## src/rtl/id_ex_operand_stage.sv

```systemverilog
// ID/EX pipeline register with operand forwarding from MEM and WB,
// load-use hazard detection (stall plus bubble), downstream hold with
// WB refresh of held operands, branch flush and a saturating counter
// of load-use stall cycles.
module id_ex_operand_stage #(
  parameter int DATA_W = 16,
  parameter int ADDR_W = 4
) (
  input  logic              clock,
  input  logic              reset,
  input  logic              flush,
  input  logic              stall_in,
  input  logic              id_valid,
  input  logic [ADDR_W-1:0] id_rs1,
  input  logic [ADDR_W-1:0] id_rs2,
  input  logic [ADDR_W-1:0] id_rd,
  input  logic [DATA_W-1:0] id_reg1,
  input  logic [DATA_W-1:0] id_reg2,
  input  logic              id_is_load,
  input  logic              id_reg_write,
  input  logic [ADDR_W-1:0] mem_rd,
  input  logic              mem_reg_write,
  input  logic [DATA_W-1:0] mem_result,
  input  logic [ADDR_W-1:0] wb_rd,
  input  logic              wb_reg_write,
  input  logic [DATA_W-1:0] wb_data,
  output logic              id_stall,
  output logic              ex_valid,
  output logic [ADDR_W-1:0] ex_rs1,
  output logic [ADDR_W-1:0] ex_rs2,
  output logic [ADDR_W-1:0] ex_rd,
  output logic [DATA_W-1:0] ex_op1,
  output logic [DATA_W-1:0] ex_op2,
  output logic              ex_is_load,
  output logic              ex_reg_write,
  output logic [7:0]        lu_stall_count
);

  logic [DATA_W-1:0] fwd1;
  logic [DATA_W-1:0] fwd2;
  logic              lu;
  logic              refresh1;
  logic              refresh2;

  // Operand select: r0 reads zero, then MEM, then WB, then register file
  always_comb begin
    fwd1 = id_reg1;
    if (id_rs1 == '0)
      fwd1 = '0;
    else if (mem_reg_write && (mem_rd == id_rs1))
      fwd1 = mem_result;
    else if (wb_reg_write && (wb_rd == id_rs1))
      fwd1 = wb_data;

    fwd2 = id_reg2;
    if (id_rs2 == '0)
      fwd2 = '0;
    else if (mem_reg_write && (mem_rd == id_rs2))
      fwd2 = mem_result;
    else if (wb_reg_write && (wb_rd == id_rs2))
      fwd2 = wb_data;
  end

  // Load-use hazard and decode hold; masked in reset so the stale EX
  // contents of the reset cycle cannot raise a stall
  always_comb begin
    lu = !reset && ex_valid && ex_is_load && ex_reg_write && (ex_rd != '0) &&
         id_valid && ((id_rs1 == ex_rd) || (id_rs2 == ex_rd));
    id_stall = lu || stall_in;
    refresh1 = ex_valid && wb_reg_write && (wb_rd == ex_rs1) && (ex_rs1 != '0);
    refresh2 = ex_valid && wb_reg_write && (wb_rd == ex_rs2) && (ex_rs2 != '0);
  end

  // ID/EX register: reset > flush > hold > bubble > capture
  always_ff @(posedge clock) begin
    if (reset) begin
      ex_valid     <= 1'b0;
      ex_rs1       <= '0;
      ex_rs2       <= '0;
      ex_rd        <= '0;
      ex_op1       <= '0;
      ex_op2       <= '0;
      ex_is_load   <= 1'b0;
      ex_reg_write <= 1'b0;
    end else if (flush) begin
      ex_valid     <= 1'b0;
      ex_is_load   <= 1'b0;
      ex_reg_write <= 1'b0;
    end else if (stall_in) begin
      if (refresh1) ex_op1 <= wb_data;
      if (refresh2) ex_op2 <= wb_data;
    end else if (lu) begin
      ex_valid     <= 1'b0;
      ex_is_load   <= 1'b0;
      ex_reg_write <= 1'b0;
    end else begin
      ex_valid     <= id_valid;
      ex_rs1       <= id_rs1;
      ex_rs2       <= id_rs2;
      ex_rd        <= id_rd;
      ex_op1       <= fwd1;
      ex_op2       <= fwd2;
      ex_is_load   <= id_valid && id_is_load;
      ex_reg_write <= id_valid && id_reg_write;
    end
  end

  // Saturating count of cycles lost to load-use stalls
  always_ff @(posedge clock) begin
    if (reset)
      lu_stall_count <= '0;
    else if (lu && !flush && (lu_stall_count != 8'hFF))
      lu_stall_count <= lu_stall_count + 8'd1;
  end

endmodule

```

## config.mk

```make
export PLATFORM = sky130hd
export DESIGN_NAME = id_ex_operand_stage
export DESIGN_NICKNAME = d
export VERILOG_FILES = /design/src/rtl/id_ex_operand_stage.sv
export SDC_FILE = /design/constraint.sdc
export NUM_CORES = 1
export LEC_CHECK = 0
export CAP_MARGIN = 40
export CORE_MARGIN = 4
export CORE_UTILIZATION = 44
export CTS_CLUSTER_DIAMETER = 50
export DETAILED_ROUTE_END_ITERATION = 16
export GPL_ROUTABILITY_DRIVEN = 0
export PLACE_DENSITY = 0.78
export SETUP_SLACK_MARGIN = 0.1
export SLEW_MARGIN = 20
export SYNTH_ARGS = -nofsm -noshare
export SYNTH_HDL_FRONTEND = slang
export SYNTH_SLANG_ARGS = --single-unit
export TNS_END_PERCENT = 30
```

## constraint.sdc

```tcl
create_clock -name clock -period 2.6 [get_ports clock]
set_input_delay 0.78 -clock clock [delete_from_list [all_inputs] [get_ports clock]]
set_output_delay 0.78 -clock clock [all_outputs]
set_load 0.02 [all_outputs]
```

==> impl_metrics.csv <==
group,metric,value,unit
sta,finalCriticalPeriod,2.48,ns
die,core_area,8220,sq um
grt,global_route.usage.met3,7.37,%
power,netSwitchingPower,808,uW
worst_setup_path,path_class,"input pin to output port",
yosys,synth_sequential_area_ratio,29.5,%
clock_network,total_cts_buffers,5,
finish,finish.cell_count_without_fillers,721,
place,dp_hpwl,10.5,mm
power,sequentialPowerShare,39.2,%
yosys,synth_top_cell_area_share,29.5,%
worst_setup_path,required,1.82,ns
grt,first_global_vias,4366,
yosys,synth.ff_latch_count,55,
worst_setup_path,worstPathArrival,1.70,ns
worst_setup_path,worst_path_largest_cell_delay,0.35,ns
place,placedCellCount,707,
power,irDropWorstVdd,0.000239,V
hold_path,timing.hold.worst.start,"ex_reg_write",
worst_setup_path,worstSetupEndpointType,"output port",
hold_path,hold-path-cell-count,2,
power,cellInternalPower,1620,uW
die,die_w,100,um
place,dpl_worst_slack,-0.724,ns
sta,fin_skew,0.0101,ns
worst_setup_path,reg2reg_from,"ex_rd[3]",
power,power.share.clock,21.4,%
sta,max_slew.worst_pin.slew,0.740,ns
route,drtAntennaViolNets,0,
place,port_buffers,148,
finish,layout-drive-gt1-share,22.7,%
worst_setup_path,cp-start-kind,"input pin",
worst_setup_path,cp.buffers_inverters,2,
grt,total_gr_overflow,0,
yosys,yosys_most_used_dff,"dfxtp_1",
worst_setup_path,r2r_setup_slack,0.28,ns
power,comb_power_share,39.3,%
hold_path,hold_path_class,"flip-flop to flip-flop",
yosys,synth_cell_type_count,50,
clock_network,clockRootBuffer,"clkbuf_8",
worst_setup_path,critical-path-top-delay-family,"simple AND/OR/NAND/NOR gates",
route,drt_iter0_markers,240,
sta,final_clock_period_utilization_by_the_worst_path,95.4,%
yosys,postSynth.asyncResetShare,0,%
power,power.density,407,nW/um^2
yosys,syn_inst,435,
flow_run,cap_violations,0,
grt,grt_antenna_before_repair,0,
grt,pin_count_of_the_biggest_net_entering_global_routing,55,
yosys,synth.area.top_cells,"dfxtp_1 30%, a311oi_2 8.1%, xor2_1 5.6%, nor3_1 4.8%, a32oi_1 3.5%",
clock_network,cts-root-to-sink-buffers,2,
worst_setup_path,worstRegToRegCells,10,
route,route.final.wire_length,14.0,mm
route,number_of_remaining_drc_errors,0,
worst_setup_path,worst_r2r_endpoint,"ex_op1[0]",
grt,grt_pass1_wl,21.7,mm
die,io_pins,149,
yosys,syn-mean-instance-area,8.57,sq um
die,std_cell_rows,33,
finish,nFillCells,622,
sta,relSlewSlack,50.6,%
sta,final-setup-viol-count,0,
finish,areaGrowthSynthToFinish,60.0,%
finish,postLayoutCoreUtil,72.6,%
hold_path,timing.hold.worst_endpoint,"ex_reg_write",
clock_network,h-tree-depth,2,
yosys,yosysTopAreaCell,"dfxtp_1",
route,vias_per_std_cell,6.06,
sta,final_hold_viol_count,0,
grt,grtUsageTotal,26.8,%
clock_network,worstSkewPairLatency,0.32,ns
worst_setup_path,path_cells,"clkbuf_2, xor2_2, nor4_4, o21ai_2, nand2_2, buf_6",
route,drt-pass1-iter-count,5,
die,chipHeight,100,um
sta,max_clock_freq,403,MHz
finish,insertedDiodeCount,0,
route,route.detailed.wl_per_inst,19.5,um
route,via_count,4370,
yosys,netlist_area_pre_place,3730,sq um
yosys,synth_edf_count,0,
finish,design_area,5960,sq um
die,dieArea,10000,sq um
grt,gr-usage-met1,30.5,%
clock_network,clock_edge_transition_at_the_registers_on_the_reported_setup_and_hold_paths,0.10,ns
run_status,status,"finished clean",
power,power.static_leakage,0.00232,uW
sta,grt_setup_unrepaired,"true",
power,post-layout-total-power,2430,uW
power,power.switching_fraction,33.3,%
sta,finalWorstSetupSlack,0.121,ns
worst_setup_path,critPathSlowestCell,"nor4_4",
yosys,synth-warning-count,0,
grt,grt_most_used_layer,"met2",
yosys,synth_fp_nets,529,
die,start_util,45.4,%
worst_setup_path,crit_path_max_fo,2,
clock_network,cts_num_sinks,55,
finish,design.final.nets,709,
place,place_area,5680,sq um
grt,met2_track_demand_over_resource_in_global_routing,46.3,%
clock_network,cts_tree,"done",
sta,report.final.slew_viol_count,0,
==> per-stage QoR <==
step,TNS (ns),hold slack [ns]
6_report,0,0.502
5_1_grt,0,0.533
4_1_cts,0,0.504
3_5_place_dp,-14.36,0.490
3_3_place_gp,-12.18,0.474
2_1_floorplan,0,0.553
==> repair_timing <==
action,CTS,global route
pin swaps,13,17
endpoints found under the hold margin,0,0
hold buffers,0,0
endpoints found under the setup margin,40,45
gates cloned,0,1
buffers inserted,3,2
gates resized for setup,51,27
==> worst max path at each step <==
| stage | startpoint | end | slack (ns) | depth (start not counted) |
|---|---|---|---|---|
| after global routing | id_rs1[1] | id_stall | 0.09 | 6 |
| after floorplan | id_rs1[1] | id_stall | 0.08 | 5 |
| after CTS | ex_rd[3] | id_stall | 0.10 | 5 |
| after global placement | id_rs2[3] | id_stall | -0.73 | 6 |
| final | id_rs2[3] | id_stall | 0.12 | 6 |
| after detailed placement | id_rs1[1] | id_stall | -0.72 | 6 |
==> cell families (layout without fill, tap and decap cells) <==
group	Yosys count	in the layout	share of synthesized area [%]
mux	13	13	3.49
xor+xnor	31	31	7.28
compound gates	136	136	31.9
fa+ha+maj	1	1	0.336
buf+inv	64	245	7.79
flops	55	55	29.5
simple gates	135	135	19.7
==> layer usage <==
| metal | share of wire [%] | vias to the layer above | routed length [um] |
|---|---|---|---|
| met5 | 0 | - | 0 |
| met3 | 9.3 | 42 | 1310 |
| li1 | - | 2002 | - |
| met4 | 4.1 | 0 | 571 |
| met2 | 48 | 223 | 6810 |
| met1 | 38 | 2103 | 5360 |
==> layout by cell type, fill, tap and decap left out, types with 13 or more instances in the layout <==
cell type	netlist	routed
buf_4	2	55
a311oi_2	20	22
nor2_1	17	17
xor2_1	24	16
and3_1	19	18
nand2_1	28	27
nor3_1	36	35
clkdlybuf4s50_1	0	133
o211ai_1	14	14
mux2i_1	13	13
inv_1	18	18
o31ai_1	16	16
a21boi_0	16	16
a32oi_1	15	15
a31oi_1	16	16
dfxtp_1	55	55
==> final cells by class <==
cell class	count	area, sq um	area share (%)
Sequential cell	55	1100	18.5
Tap cell	105	131	2.20
Inverter	18	67.6	1.13
Clock inverter	1	8.76	0.147
Timing Repair Buffer	219	2100	35.2
Multi-Input combinational cell	316	2470	41.4
Clock buffer	7	86.3	1.45
==> flip-flops by register name, indices dropped and copies added, names as in the netlist <==
signal,flops
ex_is_load,1
ex_op1,16
ex_op2,16
ex_rd,4
ex_reg_write,1
ex_rs1,4
ex_rs2,4
ex_valid,1
lu_stall_count,8
==> synth_stat cells (all sizes together), types with 2 or more instances <==
master	number
or2	5
clkbuf	24
a21oi	9
nand3	5
o22ai	2
nor4	4
a32oi	15
and3	19
a31o	2
mux2i	13
and2	4
nand2	28
o211ai	15
nor2	17
a311oi	32
or4	3
dfxtp	55
a21boi	17
a31oi	16
or3	9
inv	18
o21ai	6
xor2	24
buf	22
nor3	37
xnor2	7
o31ai	17
==> power groups by stage <==
stage | Clock (uW) | Combinational (uW) | Sequential, uW
2_1_floorplan | 0 | 381 | 1040
3_3_place_gp | 0 | 883 | 968
3_5_place_dp | 0 | 904 | 971
6_report | 520 | 954 | 952
5_1_grt | 551 | 1010 | 962
4_1_cts | 525 | 924 | 953
==> worst register-to-register path, cell delays in order, from the launching register on <==
cell	delay [ns]
dfxtp_1	0.36
buf_4	0.17
xor2_2	0.18
nor4_4	0.35
buf_4	0.17
buf_4	0.13
o31ai_4	0.06
buf_6	0.16
or2_4	0.28
buf_6	0.14
a311oi_1	0.25
Power figures use the tool's default switching activity.
